`src/rtl/counter_sched_pkg.sv`:
```
// Shared types for the counter scheduler: FSM state encoding and id sizing.
// Latency: n/a (types and constants only).
// Backpressure: n/a.
package counter_sched_pkg;

  typedef enum logic [1:0] {
    IDLE = 2'd0,
    RUN  = 2'd1,
    DONE = 2'd2
  } sched_state_t;

  // Default requester count and the matching owner-id width.
  localparam int DEF_NUM_REQ = 2;
  localparam int ID_W        = $clog2(DEF_NUM_REQ);

  // Owner-id width for an arbitrary requester count; never narrower than one bit.
  function automatic int id_width(input int num_req);
    return (num_req > 1) ? $clog2(num_req) : 1;
  endfunction

endpackage

```
`src/rtl/rr_arbiter.sv`:
```
// Round-robin arbiter: one-hot grant to the first set request above ptr, plus its id.
// Latency: purely combinational, no state (the pointer lives in the caller).
// Backpressure: none; gnt_any is low when no request is present.
// Ports: req (request vector), ptr (last granted id), gnt (one-hot), gnt_id, gnt_any.
module rr_arbiter #(
  parameter int NUM_REQ = 2,
  parameter int ID_W    = (NUM_REQ > 1) ? $clog2(NUM_REQ) : 1
) (
  input  logic [NUM_REQ-1:0] req,
  input  logic [ID_W-1:0]    ptr,
  output logic [NUM_REQ-1:0] gnt,
  output logic [ID_W-1:0]    gnt_id,
  output logic               gnt_any
);

  logic [ID_W-1:0] idx;

  // Walk ptr+1, ptr+2, ... wrapping, so the last winner has lowest priority.
  always_comb begin
    gnt     = '0;
    gnt_id  = '0;
    gnt_any = 1'b0;
    idx     = '0;
    for (int k = 1; k <= NUM_REQ; k++) begin
      idx = ID_W'((int'(ptr) + k) % NUM_REQ);
      if (!gnt_any && req[idx]) begin
        gnt[idx] = 1'b1;
        gnt_id   = idx;
        gnt_any  = 1'b1;
      end
    end
  end

endmodule

```
`src/rtl/counter_sched.sv`:
```
// Shares one up-counter between NUM_REQ requesters; jobs run start..end, then pulse done.
// Latency: accept -> done_valid is n+2 cycles (n = (end-start) mod 2^W / STEP) plus hold cycles.
// Backpressure: req_ready only to the arbitration winner while IDLE; others wait with valid held.
// Ports: clk/rst; req_valid/req_ready/req_start/req_end job handshake (per-requester slices);
//        hold freezes counting; cnt_value, busy, done_valid/done_id are registered status.
module counter_sched
  import counter_sched_pkg::*;
#(
  parameter int DATA_WIDTH  = 8,
  parameter int NUM_REQ     = 2,
  parameter int STEP        = 1,
  parameter int RESET_VALUE = 0
) (
  input  logic                          clk,
  input  logic                          rst,
  input  logic [NUM_REQ-1:0]            req_valid,
  output logic [NUM_REQ-1:0]            req_ready,
  input  logic [NUM_REQ*DATA_WIDTH-1:0] req_start,
  input  logic [NUM_REQ*DATA_WIDTH-1:0] req_end,
  input  logic                          hold,
  output logic [DATA_WIDTH-1:0]         cnt_value,
  output logic                          busy,
  output logic                          done_valid,
  output logic [$clog2(NUM_REQ)-1:0]    done_id
);

  localparam int                    IDW    = id_width(NUM_REQ);
  localparam logic [DATA_WIDTH-1:0] STEP_V = DATA_WIDTH'(STEP);
  localparam logic [DATA_WIDTH-1:0] RST_V  = DATA_WIDTH'(RESET_VALUE);
  localparam logic [IDW-1:0]        PTR_RST = IDW'(NUM_REQ - 1);

  sched_state_t          state_q, state_d;
  logic [DATA_WIDTH-1:0] cnt_q, cnt_d;
  logic [DATA_WIDTH-1:0] end_q, end_d;
  logic [IDW-1:0]        owner_q, owner_d;
  logic [IDW-1:0]        rr_ptr_q, rr_ptr_d;
  logic                  busy_q;
  logic                  done_valid_q;
  logic [IDW-1:0]        done_id_q;

  logic [NUM_REQ-1:0]    gnt;
  logic [IDW-1:0]        gnt_id;
  logic                  gnt_any;
  logic [DATA_WIDTH-1:0] start_sel;
  logic [DATA_WIDTH-1:0] end_sel;

  rr_arbiter #(
    .NUM_REQ (NUM_REQ),
    .ID_W    (IDW)
  ) u_arb (
    .req     (req_valid),
    .ptr     (rr_ptr_q),
    .gnt     (gnt),
    .gnt_id  (gnt_id),
    .gnt_any (gnt_any)
  );

  assign start_sel = req_start[int'(gnt_id)*DATA_WIDTH +: DATA_WIDTH];
  assign end_sel   = req_end[int'(gnt_id)*DATA_WIDTH +: DATA_WIDTH];

  // Ready is only offered while idle; it is also masked in the reset cycle so no
  // requester believes a job was taken when the edge is about to clear everything.
  assign req_ready = (state_q == IDLE && !rst) ? gnt : '0;

  always_comb begin
    state_d  = state_q;
    cnt_d    = cnt_q;
    end_d    = end_q;
    owner_d  = owner_q;
    rr_ptr_d = rr_ptr_q;
    case (state_q)
      IDLE: begin
        if (gnt_any) begin
          cnt_d    = start_sel;
          end_d    = end_sel;
          owner_d  = gnt_id;
          rr_ptr_d = gnt_id;
          state_d  = RUN;
        end
      end
      RUN: begin
        // End test has priority over counting and is evaluated even while held.
        if (cnt_q == end_q) begin
          state_d = DONE;
        end else if (!hold) begin
          cnt_d = cnt_q + STEP_V;   // wraps modulo 2^DATA_WIDTH
        end
      end
      DONE: begin
        state_d = IDLE;
      end
      default: begin
        state_d = IDLE;
      end
    endcase
  end

  always_ff @(posedge clk) begin
    if (rst) begin
      state_q      <= IDLE;
      cnt_q        <= RST_V;
      end_q        <= '0;
      owner_q      <= '0;
      rr_ptr_q     <= PTR_RST;
      busy_q       <= 1'b0;
      done_valid_q <= 1'b0;
      done_id_q    <= '0;
    end else begin
      state_q      <= state_d;
      cnt_q        <= cnt_d;
      end_q        <= end_d;
      owner_q      <= owner_d;
      rr_ptr_q     <= rr_ptr_d;
      busy_q       <= (state_d != IDLE);
      done_valid_q <= (state_d == DONE);
      done_id_q    <= (state_d == DONE) ? owner_d : '0;
    end
  end

  assign cnt_value  = cnt_q;
  assign busy       = busy_q;
  assign done_valid = done_valid_q;
  assign done_id    = done_id_q;

endmodule

```
`config.mk`:
```
export PLATFORM = sky130hd
export DESIGN_NAME = counter_sched
export DESIGN_NICKNAME = d
export VERILOG_FILES = /design/src/rtl/counter_sched_pkg.sv /design/src/rtl/rr_arbiter.sv /design/src/rtl/counter_sched.sv
export SDC_FILE = /design/constraint.sdc
export NUM_CORES = 1
export LEC_CHECK = 0
export CAP_MARGIN = 20
export CORE_ASPECT_RATIO = 1.4
export CORE_MARGIN = 5
export CORE_UTILIZATION = 40
export CTS_CLUSTER_DIAMETER = 100
export DETAILED_ROUTE_END_ITERATION = 8
export GPL_ROUTABILITY_DRIVEN = 0
export HOLD_SLACK_MARGIN = 0.06
export PLACE_DENSITY = 0.73
export SLEW_MARGIN = 15
export SYNTH_ARGS = -nofsm -noshare
export SYNTH_HDL_FRONTEND = slang
export SYNTH_SLANG_ARGS = --single-unit
```
`constraint.sdc`:
```
create_clock -name clk -period 2.05 [get_ports clk]
set_input_delay 0.205 -clock clk [delete_from_list [all_inputs] [get_ports clk]]
set_output_delay 0.205 -clock clk [all_outputs]
set_load 0.01 [all_outputs]
```
* Word-level counts from Yosys, hierarchy flattened *
Cells that the tools add are included.
W data, S select, Z words.

word-level totals
  register bits = 23
  input bits = 37

operators by class
  add/sub/neg operators = 3
  order comparisons = 4
  eq/ne operators = 6
  shifts and indexed selects = 2
  mux-type cells = 24
  bitwise logic cells = 2
  reductions and logical operators = 12

operator list
  cell                   number
  $shiftx A16 B5 Y8      2
  $mux W8                3
  $pmux W8 S2            1
  $mux W1                12
  $mux W2                5
  $add A8 B1 Y8 const B  1
  $eq A8 B8 Y1           1
  $ne A2 B2 Y1 const B   3
  $logic_and A1 B1 Y1    4
  $lt A1 B2 Y1 const B   2
  $pmux W2 S2            1
  $reduce_and A4 Y1      1
  $reduce_bool A2 Y1     2
  $add A1 B1 Y1 const B  2
  $demux W1 S1           2
  $eq A2 B1 Y1 const B   1
  $eq A2 B2 Y1 const B   1
  $ge A1 B1 Y1 const B   2
  $logic_not A1 Y1       2
  $logic_not A2 Y1       1
  $or A2 B2 Y2           1
  $reduce_and A2 Y1      1
  $reduce_or A2 Y1       1
  $not A1 Y1             1

* Depth between registers and ports, before layout *
Gate-level depths: netlist (run 1).

  depth after elaboration = 12
  gate-level depth with buffers = 6
  mapped depth without buffers = 6

* Hierarchy *
From an unflattened synthesis (run 1), not the netlist that was laid out.

second synthesis, totals
  cell total of the unflattened synthesis = 152
  area, all modules = 1332.5 um^2

modules (own cells, without submodules)
  module         times used  cells an instance  area an instance (um^2)
  counter_sched  1           147                1300.0
  rr_arbiter     1           5                  32.5

* Worst setup path before layout (run 1) *
Ideal clock, no wire load.

  kind = reg2reg
  start = reg cnt_q[4], in the netlist cnt_value[4]
  end = reg cnt_q[4], in the netlist cnt_value[4]
  setup time = 116 ps
  arrival = 1519 ps
  required time = 1934 ps
  path slack = 414 ps
  stages on the path, launching flop included = 6
  buffers on the path = 0
  period minus slack after synthesis = 1636 ps
  cells stage by stage = dfxtp_1 > xor2_1 > nor4_4 > nand2_1 > a211o_2 > o211a_1

on the way
  cells in the longest elaborated chain, start to end = 4

ends and longest elaborated chain
  item                      RTL line              source
  start: declaration        counter_sched.sv:33   logic [DATA_WIDTH-1:0] cnt_q, cnt_d;
  start signal: assignment  counter_sched.sv:110  cnt_q <= cnt_d;
  $add A8 B1 Y8             counter_sched.sv:86   cnt_d = cnt_q + STEP_V;
  $mux W8                   counter_sched.sv:85   end else if (!hold) begin
  $mux W8                   counter_sched.sv:83   if (cnt_q == end_q) begin
  $pmux W8 S2               counter_sched.sv:71   case (state_q)

Several ways; a longest one is shown, not always the timed one. The select of a mux whose other input is x is not followed.
A chain may end at the register's enable or synchronous reset.

* Final worst setup path (run 1) *
  start = in req_valid[1]
  end = out req_ready[1]

on the way
  cells in the longest elaborated chain, start to end = 7

ends and longest elaborated chain
  item                                         RTL line             source
  start: declaration                           counter_sched.sv:16  input logic [NUM_REQ-1:0] req_valid,
  $mux W1 (implied by the code) (2 in series)  rr_arbiter.sv:26     if (!gnt_any && req[idx]) begin
  $mux W1                                      rr_arbiter.sv:26
  $logic_not A1 Y1                             rr_arbiter.sv:26
  $logic_and A1 B1 Y1                          rr_arbiter.sv:26
  $mux W2 (*)                                  rr_arbiter.sv:26
  $mux W2 (*)                                  counter_sched.sv:63  assign req_ready = (state_q == IDLE && !rst) ? gnt : '0;
  end: declaration                             counter_sched.sv:17  output logic [NUM_REQ-1:0] req_ready,

Every way passes the cells marked *; elsewhere a longest branch is shown, timed or not. The select of a mux whose other input is x is not followed.

==> results of run 1 <==
Yosys cell counts (all sizes together) (2+ instances only):
master,number
nor3,3
nand3,3
a21oi,8
o22ai,2
a211o,6
mux2i,15
clkbuf,6
nand2,7
nor2,18
o21ai,3
buf,3
xor2,8
a211oi,9
and3,2
nor4,6
inv,4
dfxtp,23
nand2b,2
nor2b,2
o2bb2ai,2
routing by layer:
layer,wire length (um),track usage,up-vias
li1,-,-,658
met1,1370,0.185,619
met2,1900,0.274,43
met3,231,0.0313,10
met4,104,0.0862,0
met5,0,0,-
flip-flops by register name, summed over array words and instances, names as in the netlist:
name / count
owner_q: 1
end_q: 8
done_valid: 1
cnt_value: 8
rr_ptr_q: 1
done_id: 1
state_q: 2
busy: 1
metrics by stage:
stage | total power [mW] | cell area, sq um | std cells | utilization | worst slack [ps]
after global routing | 1.39 | 1950 | 240 | 0.587 | 70.1
final | 1.31 | 1950 | 240 | 0.587 | 152
after global placement | 1.03 | 1900 | 236 | 0.573 | 179
after CTS | 1.32 | 1950 | 240 | 0.587 | 141
after floorplan | 0.838 | 1340 | 149 | - | 414
after detailed placement | 1.04 | 1900 | 236 | 0.573 | 141
logic make-up (layout without fill, tap and decap cells):
logic type	Yosys count	count (layout)	synth area share
and+or+nand+nor	46	46	0.188
adders and majority gates	1	1	0.00932
buffers and inverters	13	64	0.0401
AOI/OAI and AO/OA	42	42	0.241
DFF	23	23	0.343
xor gates and xnor gates	8	8	0.0578
muxes	16	16	0.120
cell type report:
| class | count | area share |
|---|---|---|
| flip-flops and latches | 23 | 0.237 |
| inverters | 4 | 0.00771 |
| clock buffers | 3 | 0.0212 |
| clock inverters | 1 | 0.00257 |
| well taps | 40 | 0.0257 |
| multi-input cells | 113 | 0.427 |
| repair buffers | 56 | 0.279 |
critical path, delay by kind of cell:
family	cells	cell delay, ps
buffers and inverters	2	1050
AOI/OAI and AO/OA	1	250
and+or+nand+nor	1	200
where the power goes:
group          total, mW  internal, mW  switching [mW]
Combinational      0.479         0.247           0.232
Clock              0.278         0.136           0.142
Sequential         0.549         0.498          0.0508
how the worst min path moves through the flow:
stage                       startpoint        to  slack, ps  depth (start not counted)
after floorplan           req_valid[0]  rr_ptr_q        400                          2
after global placement         owner_q   owner_q        470                          2
after detailed placement       owner_q   owner_q        490                          2
after CTS                      owner_q   owner_q        510                          2
after global routing          end_q[3]  end_q[3]        540                          2
final                          owner_q   owner_q        500                          2
==> results.yml, run 1 <==
status:
  status: "complete, no violations"
placement:
  dp_hpwl_mm: 2.94
  numPortBuffers: 49
synth:
  synth-edff-count: 0
  yosysTopAreaCell: "dfxtp_1"
  ys_seq_elements: 23
  syn_area_per_cell_sq_um: 9.01
  synth-main-ff-cell: "dfxtp_1"
  ys_types: 44
  netlist_area_sq_mm: 0.00134
  syn_nets: 187
  async_flop_share: 0
  synth-seq-area-share: 0.343
  postSynthCellCount: 149
  ys_warn_count: 0
  synth_top_cell_area_share: 0.343
  synth_area_leaders: "dfxtp_1 (34%), mux2i_1 (11%), nor2_1 (5.0%)"
layout:
  ff_latch_area_sq_um: 460
  nets: 239
  drive_above_1_share: 0.105
  diodes: 0
  mostFrequentLayoutCells: "clkdlybuf4s50_1 (49), dfxtp_1 (23), nor2_1 (18), mux2i_1 (15)"
  layout_commonest_cell: "clkdlybuf4s50_1"
  fill_cells: 316
  multi_input_area_sq_um: 832
  area_growth_pct: 45.0
routing:
  drcViolationCount: 0
  drt_wl_total_mm: 3.61
  detail-route-antenna-nets: 0
  initialDrtViolationCount: 34
  drt-vias-per-instance: 5.54
  drt_pass1_iterations: 4
  vias: 1330
  wire_per_inst_um: 15.1
global_route:
  grtUsageTotal: 0.162
  grt_pass1_wl_mm: 5.93
  gr-total-overflow: 0
  antenna_found_initial: 0
  grt_max_degree: 28
  first_global_vias: 1350
floorplan:
  die_x_um: 59.0
  dieHeight_um: 78.6
  core_sq_mm: 0.00332
  initial_core_util: 0.405
  dieArea_sq_mm: 0.00463
  io_pins: 50
  rows: 25
flow_run:
  max-cap-violations: 0
timing:
  clock.fmax_ghz: 0.527
  relSlewSlack: 0.633
  finalSetupTns_ps: 0
  rsz0062_at_grt: "no"
  period_needed_ps: 1900
  fin_skew_ps: 4.03
  hold_viol: 0
  slew_viol_final: 0
  setup_viol: 0
  post-route-period-util: 0.926
  worstMarginPinSlew_ps: 550
  whs_ps: 500
clock_network:
  postCtsSetupBuffers: 0
  clockBufferDepth: 2
  cts.sinks: 23
  clk_latency_ps: 260
  cts_tree: "built"
  cts-buffers-inserted: 3
  cts_resized: 0
  cts.clk_slew.worst_paths_ps: 80
  htree_levels: 1
  postCtsHoldBufs: 0
  root_buffer: "clkbuf_8"
power:
  p_per_area_mw_per_mm2: 671
  leakagePower_nw: 0.750
  vdd_drop_max_v: 0.000412
worst_setup_path:
  endpoint: "req_ready[1]"
  rr_startpoint: "cnt_value[3]"
  ff2ff_path_depth: 5
  timing.rr.end: "cnt_value[4]"
  cp_common_cell: "clkdlybuf4s50_1"
  cp_slowest_stage_delay_ps: 540
  worstSetupPathType: "in2out"
  path_cells: "clkdlybuf4s50_1 -> a21boi_2 -> and3b_1 -> clkdlybuf4s50_1"
  startpoint: "req_valid[1]"
  arrival_ps: 1690
  reg2reg_slack_ps: 250
  crit_fanout: 4
  start_kind: "input port"
  slowest_stage: "clkdlybuf4s50_1"
  worstPathRequired_ps: 1850
  endpoint_kind: "output port"
hold_path:
  hold_class: "reg2reg"
Note: power is estimated with default switching activity, not from simulation.
==> inputs of run 2 (changes only) <==
==> constraint.sdc (replaced) <==
create_clock -name clk -period 1.8 [get_ports clk]
set_input_delay 0.18 -clock clk [delete_from_list [all_inputs] [get_ports clk]]
set_output_delay 0.18 -clock clk [all_outputs]
set_load 0.01 [all_outputs]
==> run 2 against run 1 <==
Highest routed layer unchanged. Non-clock buffer count grew 10. Critical endpoint is now cnt_value[3]. Via count increased by 3.4%. Worst setup slack got worse by 55 ps. Clock power increased by 15%. Worst hold slack got worse by 4.8 ps.
==> results.yml, run 2 (synthesis results as in run 1) <==
status:
  status: "complete, no violations"
routing:
  wire_per_inst_um: 14.7
  vias: 1375
  detail-route-antenna-nets: 0
  drt_pass1_iterations: 4
  initialDrtViolationCount: 29
  drt-vias-per-instance: 5.50
  drcViolationCount: 0
  drt_wl_total_mm: 3.67
global_route:
  antenna_found_initial: 0
  gr-total-overflow: 0
  grtUsageTotal: 0.160
  grt_pass1_wl_mm: 5.83
  first_global_vias: 1311
  grt_max_degree: 28
layout:
  mostFrequentLayoutCells: "clkdlybuf4s50_1 (47), dfxtp_1 (22), nor2_1 (17), buf_4 (17), mux2i_1 (15)"
  fill_cells: 321
  layout_commonest_cell: "clkdlybuf4s50_1"
  area_growth_pct: 52.0
  nets: 249
  multi_input_area_sq_um: 850
  drive_above_1_share: 0.157
  utilization: 0.615
  layout.cells.non_filler: 250
  diodes: 0
  ff_latch_area_sq_um: 462
clock_network:
  cts-buffers-inserted: 3
  root_buffer: "clkbuf_8"
  postCtsHoldBufs: 0
  cts_tree: "built"
  clk_latency_ps: 260
  htree_levels: 1
  clockBufferDepth: 2
  cts.clk_slew.worst_paths_ps: 80
  cts.sinks: 23
timing:
  clock.fmax_ghz: 0.587
  post-route-period-util: 0.946
  fin_skew_ps: 4.90
  finalSetupTns_ps: 0
  hold_viol: 0
  rsz0062_at_grt: "no"
  worstMarginPinSlew_ps: 362
  relSlewSlack: 0.758
  slew_viol_final: 0
  setup_viol: 0
  period_needed_ps: 1700
worst_setup_path:
  cp_slowest_stage_delay_ps: 440
  endpoint_kind: "register"
  reg2reg_slack_ps: 100
  arrival_ps: 1880
  crit_fanout: 8
  worstPathRequired_ps: 1970
  endpoint: "cnt_value[3]"
  startpoint: "cnt_value[7]"
  start_kind: "register"
  path_cells: "xor2_2 -> nor4_4 -> a211oi_4 -> or4_1 -> o311ai_1"
  ff2ff_path_depth: 5
  rr_startpoint: "cnt_value[7]"
  slowest_stage: "dfxtp_1"
  timing.rr.end: "cnt_value[3]"
  worstSetupPathType: "reg2reg"
hold_path:
  hold_class: "reg2reg"
  hp-start: "owner_q"
floorplan:
  io_pins: 50
  rows: 25
  initial_core_util: 0.405
  die_x_um: 59.0
  dieArea_sq_mm: 0.00463
  dieHeight_um: 78.6
  core_sq_mm: 0.00332
power:
  finalPower_mw: 1.53
  leakagePower_nw: 0.822
  p_per_area_mw_per_mm2: 751
  vdd_drop_max_v: 0.000535
placement:
  place_inst: 245
  numPortBuffers: 49
  dp_hpwl_mm: 2.96
flow_run:
  max-cap-violations: 0
-- run 2: routing by layer --
metal | vias up | part of all wire | GRT usage
met2 | 58 | 0.51 | 0.272
li1 | 676 | - | -
met1 | 634 | 0.40 | 0.190
met5 | - | 0 | 0
met3 | 7 | 0.068 | 0.0296
met4 | 0 | 0.022 | 0.0680
-- run 2: how the worst min path moves through the flow --
stage	endpoint	cells after the start
3_3_place_gp	owner_q	2
5_1_grt	owner_q	2
6_report	owner_q	2
3_5_place_dp	owner_q	2
2_1_floorplan	rr_ptr_q	2
4_1_cts	owner_q	2
-- run 2: report_power, final --
group,switching [mW],internal [mW]
Clock,0.161,0.158
Combinational,0.280,0.316
Sequential,0.0512,0.568
-- run 2: cell type report --
class	instances	share of cell area
inverter	4	0.00736
sequential	23	0.226
timing repair buffer	66	0.303
tap	40	0.0245
multi-input combinational	113	0.416
clock buffer	4	0.0221
-- run 2: metrics by stage --
| stage | instance area (sq um) | hold slack (ps) | setup slack [ps] |
|---|---|---|---|
| final | 2040 | 495 | 96.4 |
| after global routing | 2040 | 526 | 6.42 |
| after CTS | 2030 | 504 | 25.0 |
| after detailed placement | 1970 | 485 | -88.8 |
| after global placement | 1970 | 476 | -10.6 |
| after floorplan | 1340 | 371 | 164 |
-- run 2: worst max-delay path, delay by kind of cell, from the launching register on --
kind | cells | cell delay, ps
DFF | 1 | 440
xor gates and xnor gates | 1 | 110
AOI/OAI and AO/OA | 2 | 250
and+or+nand+nor | 2 | 820
-- run 2: what timing repair did --
item / in CTS / in global routing
setup endpoints to repair: 1 / 3
setup buffers: 1 / 0
cloned: 0 / 0
pin swaps: 0 / 1
resized for setup: 3 / 3
==> inputs of run 3 (changes only) <==
--- a/config.mk
+++ b/config.mk
@@ -5,6 +5,7 @@
 export SDC_FILE = /design/constraint.sdc
 export NUM_CORES = 1
 export LEC_CHECK = 0
+export ABC_CLOCK_PERIOD_IN_PS = 1800
 export CAP_MARGIN = 20
 export CORE_ASPECT_RATIO = 1.4
 export CORE_MARGIN = 5
==> results of run 3 <==
Final layout, timing and power as in run 2 (identical DEF).
